--- src/rtl/platform_timer_pkg.sv ---
`default_nettype none
// +--------------------------------------------------------------------------+
// | platform_timer_pkg : register offsets, CTRL bit indices, reset constants |
// | Rev 1.0                                                                  |
// +--------------------------------------------------------------------------+
package platform_timer_pkg;

  localparam logic [4:0] ADDR_CTRL      = 5'h00;
  localparam logic [4:0] ADDR_MTIME     = 5'h04;
  localparam logic [4:0] ADDR_MTIMEH    = 5'h08;
  localparam logic [4:0] ADDR_MTIMECMP  = 5'h0C;
  localparam logic [4:0] ADDR_MTIMECMPH = 5'h10;

  localparam int CTRL_EN_BIT       = 0;
  localparam int CTRL_DBGPAUSE_BIT = 1;

  localparam logic [1:0]  CTRL_RESET     = 2'b11;
  localparam logic [63:0] MTIMECMP_RESET = 64'hFFFF_FFFF_FFFF_FFFF;

  function automatic logic is_mapped(input logic [4:0] offset);
    return (offset <= ADDR_MTIMECMPH);
  endfunction

endpackage : platform_timer_pkg
`default_nettype wire

--- src/rtl/platform_timer_regs.sv ---
`default_nettype none
// +--------------------------------------------------------------------------+
// | platform_timer_regs : APB decode, CTRL, MTIMECMP and MTIMEH shadow       |
// | Rev 1.0                                                                  |
// +--------------------------------------------------------------------------+
module platform_timer_regs
  import platform_timer_pkg::*;
#(
  parameter int W_ADDR = 20
) (
  input  logic              clk,
  input  logic              rst_n,
  input  logic              i_psel,
  input  logic              i_penable,
  input  logic              i_pwrite,
  input  logic [W_ADDR-1:0] i_paddr,
  input  logic [31:0]       i_pwdata,
  input  logic [63:0]       i_mtime,
  output logic [31:0]       o_prdata,
  output logic              o_pslverr,
  output logic              o_en,
  output logic              o_dbgpause,
  output logic [63:0]       o_mtimecmp,
  output logic              o_mtime_wr_lo,
  output logic              o_mtime_wr_hi
);

  logic [1:0]  r_ctrl;
  logic [63:0] r_mtimecmp;
  logic [31:0] r_mtimeh_shadow;

  logic [4:0]  w_offset;
  logic        w_access;
  logic        w_wr;
  logic        w_rd;
  logic        w_unused_addr;

  assign w_offset      = {i_paddr[4:2], 2'b00};
  assign w_access      = i_psel && i_penable;
  assign w_wr          = w_access && i_pwrite;
  assign w_rd          = w_access && !i_pwrite;
  assign w_unused_addr = ^{i_paddr[W_ADDR-1:5], i_paddr[1:0]};

  assign o_mtime_wr_lo = w_wr && (w_offset == ADDR_MTIME);
  assign o_mtime_wr_hi = w_wr && (w_offset == ADDR_MTIMEH);
  assign o_en          = r_ctrl[CTRL_EN_BIT];
  assign o_dbgpause    = r_ctrl[CTRL_DBGPAUSE_BIT];
  assign o_mtimecmp    = r_mtimecmp;
  assign o_pslverr     = w_access && !is_mapped(w_offset);

  always_ff @(posedge clk or negedge rst_n) begin
    if (!rst_n) begin
      r_ctrl          <= CTRL_RESET;
      r_mtimecmp      <= MTIMECMP_RESET;
      r_mtimeh_shadow <= 32'h0;
    end else begin
      if (w_wr && (w_offset == ADDR_CTRL))      r_ctrl <= i_pwdata[1:0];
      if (w_wr && (w_offset == ADDR_MTIMECMP))  r_mtimecmp[31:0] <= i_pwdata;
      if (w_wr && (w_offset == ADDR_MTIMECMPH)) r_mtimecmp[63:32] <= i_pwdata;
      // Latch the upper half with the lower-half read so a two-word read is coherent.
      if (w_rd && (w_offset == ADDR_MTIME))     r_mtimeh_shadow <= i_mtime[63:32];
    end
  end

  always_comb begin
    o_prdata = 32'h0;
    if (w_rd) begin
      case (w_offset)
        ADDR_CTRL:      o_prdata = {30'h0, r_ctrl};
        ADDR_MTIME:     o_prdata = i_mtime[31:0];
        ADDR_MTIMEH:    o_prdata = r_mtimeh_shadow;
        ADDR_MTIMECMP:  o_prdata = r_mtimecmp[31:0];
        ADDR_MTIMECMPH: o_prdata = r_mtimecmp[63:32];
        default:        o_prdata = 32'h0;
      endcase
    end
  end

endmodule : platform_timer_regs
`default_nettype wire

--- src/rtl/platform_timer.sv ---
`default_nettype none
// +--------------------------------------------------------------------------+
// | platform_timer : RISC-V mtime/mtimecmp timer with NRZ tick and APB slave |
// | Rev 1.0                                                                  |
// +--------------------------------------------------------------------------+
module platform_timer
  import platform_timer_pkg::*;
#(
  parameter int W_ADDR = 20
) (
  input  logic              clk,
  input  logic              rst_n,
  input  logic              tick_nrz,
  input  logic              dbg_halt,
  input  logic              apbs_psel,
  input  logic              apbs_penable,
  input  logic              apbs_pwrite,
  input  logic [W_ADDR-1:0] apbs_paddr,
  input  logic [31:0]       apbs_pwdata,
  output logic [31:0]       apbs_prdata,
  output logic              apbs_pready,
  output logic              apbs_pslverr,
  output logic              timer_irq
);

  logic        r_tick_prev;
  logic [63:0] r_mtime;
  logic        r_irq;

  logic        w_tick;
  logic        w_inc;
  logic        w_en;
  logic        w_dbgpause;
  logic [63:0] w_mtimecmp;
  logic        w_mtime_wr_lo;
  logic        w_mtime_wr_hi;

  platform_timer_regs #(
    .W_ADDR (W_ADDR)
  ) u_regs (
    .clk           (clk),
    .rst_n         (rst_n),
    .i_psel        (apbs_psel),
    .i_penable     (apbs_penable),
    .i_pwrite      (apbs_pwrite),
    .i_paddr       (apbs_paddr),
    .i_pwdata      (apbs_pwdata),
    .i_mtime       (r_mtime),
    .o_prdata      (apbs_prdata),
    .o_pslverr     (apbs_pslverr),
    .o_en          (w_en),
    .o_dbgpause    (w_dbgpause),
    .o_mtimecmp    (w_mtimecmp),
    .o_mtime_wr_lo (w_mtime_wr_lo),
    .o_mtime_wr_hi (w_mtime_wr_hi)
  );

  assign apbs_pready = 1'b1;
  assign timer_irq   = r_irq;

  assign w_tick = tick_nrz ^ r_tick_prev;
  assign w_inc  = w_tick && w_en && !(w_dbgpause && dbg_halt);

  always_ff @(posedge clk or negedge rst_n) begin
    if (!rst_n) begin
      r_tick_prev <= 1'b0;
      r_mtime     <= 64'h0;
      r_irq       <= 1'b0;
    end else begin
      r_tick_prev <= tick_nrz;
      // A software write takes priority; a coincident tick is dropped with no carry.
      if (w_mtime_wr_lo)      r_mtime[31:0]  <= apbs_pwdata;
      else if (w_mtime_wr_hi) r_mtime[63:32] <= apbs_pwdata;
      else if (w_inc)         r_mtime        <= r_mtime + 64'd1;
      r_irq <= (r_mtime >= w_mtimecmp);
    end
  end

endmodule : platform_timer
`default_nettype wire

--- config.mk ---
export PLATFORM = sky130hd
export DESIGN_NAME = platform_timer
export DESIGN_NICKNAME = d
export VERILOG_FILES = /design/src/rtl/platform_timer_pkg.sv /design/src/rtl/platform_timer_regs.sv /design/src/rtl/platform_timer.sv
export SDC_FILE = /design/constraint.sdc
export NUM_CORES = 1
export LEC_CHECK = 0
export CAP_MARGIN = 20
export CORE_AREA = 2 2 168 170
export CTS_CLUSTER_SIZE = 40
export DETAILED_ROUTE_END_ITERATION = 8
export DIE_AREA = 0 0 170 172
export GPL_ROUTABILITY_DRIVEN = 1
export PLACE_DENSITY = 0.61
export SETUP_SLACK_MARGIN = 0.1
export SYNTH_ARGS = -nofsm -noshare
export SYNTH_HDL_FRONTEND = slang
export SYNTH_SLANG_ARGS = --single-unit
--- constraint.sdc ---
create_clock -name clk -period 3.4 [get_ports clk]
set_input_delay 1.02 -clock clk [delete_from_list [all_inputs] [get_ports clk]]
set_output_delay 1.02 -clock clk [all_outputs]
set_load 0.01 [all_outputs]
==> flow_summary_export.csv, run 1 <==
group,metric,value,unit
floorplan,io_pins,94,
power,ir_drop,0.000370,V
clocking,cts.path.max_buffers,2,
yosys,ys_seq_area_share,40.9,%
clocking,cts_root_buf,"clkbuf_16",
hold_path,holdPathStages,1,
yosys,synth_compound_area_share,23.4,%
clocking,cts_hold_buf,0,
critical_path,cp_cell_sequence,"buf_12, buf_6, nor3b_4, buf_4, buf_6, clkbuf_16, a22oi_1, a21oi_1, buf_2",
power,p_int,0.00415,W
yosys,async_reset_ff_share,100,%
routing,vias,9902,
floorplan,start_util,37.3,%
power,p_leak,5.39,nW
finish,drive_gt1_share,24.8,%
critical_path,cp_num_cells,9,
clocking,clock_sinks,164,
grt,grt_first_pass_wirelength,55300,microns
critical_path,path_class,"in -> out",
sta,rsz0062_at_grt,"yes",
yosys,synth_edf_count,0,
power,p_clk_share,31.8,%
flow_run,maxCapViolCount,0,
clocking,clk_pin_slew,0.07,ns
grt,grt_max_degree,72,
critical_path,crit_arrival,2.23,ns
routing,drc,0,
critical_path,critPathMostFrequentCell,"buf_6",
routing,drtIter0Drc,969,
floorplan,die-area,29200,sq um
yosys,yosysUniqueCellTypes,68,
floorplan,rows,61,
yosys,yosys.area_share.simple,18.0,%
sta,post-route-period-util,95.6,%
routing,routed_via_density,6.08,
power,switchingPower,0.00211,W
routing,routed_wl,35500,microns
yosys,synthAdderAreaFrac,7.94,%
sta,timing.hold.ws,0.491,ns
sta,relSlewSlack,47.6,%
finish,final_cell_mix,"nand2_1 (130), o21ai_0 (104), dfrtp_1 (98)",
floorplan,die-height,172,microns
critical_path,worst_path_dominant_cell_family,"buffers and inverters",
grt,grtUsageTotal,24.7,%
place,gp_congestion,0.946,
grt,grt_pass1_vias,9490,
outcome,status,"completed",
sta,finalHoldViolations,0,
finish,area_growth_syn_to_layout,25.1,%
place,dp.cells,1586,
power,total_power,0.00626,W
yosys,netlist_area,10200,sq um
power,share_seq_of_total_power,44.3,%
place,io_buffers,75,
finish,nets,1394,
yosys,synth-seq-cells,164,
sta,final_max_slew_viol_count,0,
routing,ant_nets,0,
yosys,yosys_warnings,0,
yosys,synth_top_family_by_area,"compound AO/OA/AOI/OAI gates",
floorplan,fp.dieW,170,microns
sta,fin_worst_skew,0.0164,ns
critical_path,cp-start-kind,"primary input",
power,sw_frac_of_total,33.7,%
yosys,synth_ff_type,"dfrtp_1",
power,power_frac_comb,23.9,%
sta,clock.fmax,308,MHz
place,hpwl,24900,microns
critical_path,max_stage_delay,0.21,ns
yosys,synth_fp_nets,1286,
critical_path,reg2regPathDepth,7,
finish,final_cells,1629,
floorplan,coreArea,27500,sq um
yosys,synth_xor_area_share,0.0855,%
critical_path,cp-end-kind,"output port",
critical_path,worstPathRequired,2.38,ns
clocking,htree_levels,4,
grt,antenna_found_initial,0,
critical_path,path_max_fanout,7,
yosys,synthMuxAreaShare,4.14,%
hold_path,hold_class,"reg -> reg",
sta,worst_pin_slew,0.780,ns
critical_path,critical_path_buf_inv_count,6,
routing,first_pass_iters,5,
grt,gr-total-overflow,0,
yosys,netlist_instances,1162,
power,pwr_density_cell,489,nW/um^2
sta,setup_viol,0,
sta,tns,0,ns
sta,fin_crit,3.25,ns
finish,antenna_cells,0,
critical_path,cp_slowest_cell,"nor3b_4",
clocking,worstSkewPairLatency,0.45,ns
routing,wl_per_cell,21.8,microns
yosys,syn_area_per_cell,8.81,sq um
clocking,cts_tree,"yes",
finish,final_common_cell,"nand2_1",
clocking,numCtsBuffers,17,
area by class of cell:
class	count	area [sq um]
clock buffer	19	453
timing repair buffer	160	1570
clock inverter	13	136
sequential	164	4190
multi-input combinational	857	5770
tap	346	433
inverter	70	263
fill	2634	14700
final timing paths:
kind	startpoint	to	slack, ns
worst min register to register	u_regs.r_mtimeh_shadow[7]	u_regs.r_mtimeh_shadow[7]	0.49
worst min-delay path	u_regs.r_mtimeh_shadow[7]	u_regs.r_mtimeh_shadow[7]	0.49
worst max register to register	u_regs.o_mtimecmp[15]	timer_irq	0.52
worst max-delay path	apbs_paddr[2]	apbs_prdata[23]	0.15
max in group asynchronous	rst_n	u_regs.o_mtimecmp[14]	1.97
min in group asynchronous	rst_n	r_mtime[1]	0.61
per-layer routing:
metal | GRT usage, % | share of wire [%] | vias up
li1 | - | - | 4514
met1 | 33.5 | 44 | 4922
met2 | 40.4 | 47 | 387
met3 | 3.71 | 6.1 | 79
met4 | 8.40 | 2.7 | 0
met5 | 0 | 0 | -
power groups by stage:
stage	clock network (W)	logic, W	registers (W)
floorplan	0	0.000893	0.00268
global placement	0	0.00139	0.00277
detailed placement	0	0.00142	0.00278
CTS	0.00202	0.00147	0.00276
global route	0.00211	0.00168	0.00282
finish	0.00199	0.00150	0.00277
what timing repair did:
action,4_1_cts,5_1_grt
cloned,4,2
setup buffers,3,2
pin swaps,15,19
setup endpoints to repair,33,29
resized for setup,202,18
worst reg2reg max path: cells and delay by family, from the launching register on:
| family | cells | cell delay [ns] |
|---|---|---|
| AO/OA/AOI/OAI | 2 | 0.91 |
| buffers and inverters | 1 | 0.05 |
| adder cells (fa/ha/maj) | 1 | 0.31 |
| flip-flops | 1 | 0.54 |
| AND/OR/NAND/NOR | 3 | 0.99 |
synth_stat cells, drive strengths merged (23+ instances only):
library cell | instances | area share, %
nand2 | 131 | 4.8
o21ai | 107 | 5.2
a21oi | 100 | 4.9
dfrtp | 98 | 24
a22oi | 72 | 5.3
inv | 70 | 2.6
nor2 | 67 | 2.5
dfstp | 66 | 17
ha | 65 | 7.9
clkbuf | 51 | 1.9
nand3 | 49 | 2.5
mux2 | 35 | 3.8
nand4 | 35 | 2.2
nor3 | 23 | 1.3
stage by stage:
| stage | util [%] | area (sq um) | setup WS [ns] |
|---|---|---|---|
| floorplan | - | 10200 | 0.197 |
| finish | 46.6 | 12800 | 0.151 |
| CTS | 46.1 | 12700 | 0.0937 |
| global route | 46.6 | 12800 | 0.0935 |
| global placement | 43.3 | 11900 | -0.762 |
| detailed placement | 43.3 | 11900 | -0.720 |
cells by family (layout without fill, tap and decap cells):
family / after synthesis / count (layout)
compound gates: 383 / 383
simple gates: 369 / 369
flops: 164 / 164
buf+inv: 141 / 262
fa+ha+maj: 65 / 65
mux: 38 / 38
other cells: 1 / 1
xor+xnor: 1 / 1
registers in the layout, summed over array words and instances, names as in the netlist:
signal and cells:
r_mtime 64, r_tick_prev 1, timer_irq 1, u_regs.o_mtimecmp 64, u_regs.r_ctrl 2, u_regs.r_mtimeh_shadow 32
Power figures use the tool's default switching activity.
==> run 2: changes to the inputs <==
--- a/config.mk
+++ b/config.mk
@@ -12,6 +12,7 @@
 export DIE_AREA = 0 0 170 172
 export GPL_ROUTABILITY_DRIVEN = 1
 export PLACE_DENSITY = 0.61
+export REMOVE_ABC_BUFFERS = 1
 export SETUP_SLACK_MARGIN = 0.1
 export SYNTH_ARGS = -nofsm -noshare
 export SYNTH_HDL_FRONTEND = slang
==> flow_summary_export.csv, run 2 (same netlist as run 1, synthesis figures left out) <==
group,metric,value,unit
outcome,status,"completed",
sta,fin_worst_skew,0.0136,ns
routing,drtIter0Drc,999,
floorplan,fp.dieW,170,microns
power,p_clk_share,31.9,%
clocking,cts.path.max_buffers,2,
power,switchingPower,0.00202,W
grt,grt_pass1_vias,9585,
critical_path,cp_cell_sequence,"buf_2, nand2b_4, nor2_4, buf_12, buf_12, buf_16, a22oi_1, a21oi_2, buf_2",
finish,drive_gt1_share,23.6,%
hold_path,hold_class,"reg -> reg",
grt,gr-total-overflow,0,
sta,clock.fmax,307,MHz
sta,relSlewSlack,48.9,%
place,gp_congestion,0.951,
critical_path,cp-start-kind,"primary input",
finish,area_growth_syn_to_layout,25.1,%
routing,routed_via_density,6.04,
routing,drc,0,
finish,final_cell_mix,"nand2_1 (130), o21ai_0 (104), dfrtp_1 (98)",
floorplan,coreArea,27500,sq um
critical_path,worstPathRequired,2.38,ns
clocking,cts_root_buf,"clkbuf_16",
critical_path,path_class,"in -> out",
clocking,worstSkewPairLatency,0.44,ns
place,place_ws,-0.713,ns
routing,ant_nets,0,
clocking,cts_hold_buf,0,
sta,rsz0062_at_grt,"yes",
floorplan,io_pins,94,
place,io_buffers,75,
clocking,clock_sinks,164,
grt,grt_max_degree,61,
finish,final_area,12800,sq um
clocking,numCtsBuffers,17,
power,p_int,0.00422,W
power,pwr_density_cell,487,nW/um^2
routing,first_pass_iters,5,
critical_path,crit_arrival,2.24,ns
sta,worst_pin_slew,0.761,ns
power,ir_drop,0.000294,V
grt,antenna_found_initial,0,
flow_run,maxCapViolCount,0,
routing,routed_wl,36900,microns
critical_path,critical_path_buf_inv_count,5,
floorplan,rows,61,
routing,wl_per_cell,22.7,microns
clocking,htree_levels,4,
sta,post-route-period-util,95.8,%
clocking,cts_tree,"yes",
power,p_leak,5.40,nW
place,dpl-instance-area,11800,sq um
sta,finalHoldViolations,0,
power,share_seq_of_total_power,44.6,%
place,hpwl,24600,microns
critical_path,cp_slowest_cell,"a22oi_1",
floorplan,die-height,172,microns
sta,setup_viol,0,
sta,fin_crit,3.26,ns
critical_path,cp-end-kind,"output port",
critical_path,max_stage_delay,0.22,ns
finish,utilization,46.6,%
clocking,clk_pin_slew,0.07,ns
routing,vias,9831,
grt,grtUsageTotal,25.7,%
finish,antenna_cells,0,
critical_path,worst_path_dominant_cell_family,"buffers and inverters",
floorplan,start_util,37.3,%
sta,final_max_slew_viol_count,0,
sta,fin_ws,0.144,ns
critical_path,path_max_fanout,7,
grt,grt_first_pass_wirelength,56500,microns
floorplan,die-area,29200,sq um
power,sw_frac_of_total,32.3,%
finish,final_common_cell,"nand2_1",
power,total_power,0.00624,W
finish,nets,1392,
power,power_frac_comb,23.5,%
## run 2: cell type report
type	instances	area, sq um
Tap cell	346	433
Clock inverter	8	98.8
Fill cell	2626	14700
Inverter	70	263
Multi-Input combinational cell	857	5720
Timing Repair Buffer	158	1620
Clock buffer	24	493
Sequential cell	164	4190
## run 2: power by group through the flow
stage / combinational (W) / sequential (W) / clock, W
6_report: 0.00146 / 0.00278 / 0.00199
5_1_grt: 0.00165 / 0.00283 / 0.00208
4_1_cts: 0.00144 / 0.00277 / 0.00201
3_5_place_dp: 0.00138 / 0.00280 / 0
3_3_place_gp: 0.00134 / 0.00278 / 0
2_1_floorplan: 0.000864 / 0.00269 / 0
## run 2: final timing paths
kind | start | to | slack [ns] | cells past startpoint
setup / recovery | apbs_paddr[4] | apbs_prdata[6] | 0.14 | 9
hold / removal | u_regs.r_mtimeh_shadow[7] | u_regs.r_mtimeh_shadow[7] | 0.49 | 1
setup reg to reg | u_regs.o_mtimecmp[59] | timer_irq | 0.60 | 8
hold reg to reg | u_regs.r_mtimeh_shadow[7] | u_regs.r_mtimeh_shadow[7] | 0.49 | 1
max in group asynchronous | rst_n | u_regs.o_mtimecmp[33] | 1.97 | 2
min in group asynchronous | rst_n | u_regs.r_mtimeh_shadow[11] | 0.55 | 1
## run 2: layer usage
metal / global-route usage [%] / wire length, microns / vias up
met5: 0 / 0 / -
met4: 9.96 / 1160 / 0
met3: 5.70 / 2590 / 73
met2: 40.4 / 16800 / 358
met1: 34.6 / 16400 / 4877
li1: - / - / 4523
## run 2: per-stage QoR
stage | setup TNS [ns] | cells | hold slack, ns
finish | 0 | 1627 | 0.488
global route | 0 | 1627 | 0.512
CTS | 0 | 1625 | 0.492
detailed placement | -20.90 | 1578 | 0.477
global placement | -21.46 | 1578 | 0.468
floorplan | -207.75 | 1091 | 0.459
## run 2: what timing repair did
| action | CTS | global route |
|---|---|---|
| endpoints found under the hold margin | 0 | 0 |
| setup endpoints to repair | 33 | 30 |
| gates cloned | 8 | 1 |
| resized for setup | 178 | 17 |
| pin swaps | 16 | 7 |
| buffers inserted | 7 | 1 |
==> run 3: changes to the inputs <==
--- a/config.mk
+++ b/config.mk
@@ -14,6 +14,7 @@
 export PLACE_DENSITY = 0.61
 export REMOVE_ABC_BUFFERS = 1
 export SETUP_SLACK_MARGIN = 0.1
+export SLEW_MARGIN = 30
 export SYNTH_ARGS = -nofsm -noshare
 export SYNTH_HDL_FRONTEND = slang
 export SYNTH_SLANG_ARGS = --single-unit
==> results of run 3 <==
The final DEF is identical to that of run 2; final timing and power are the same.
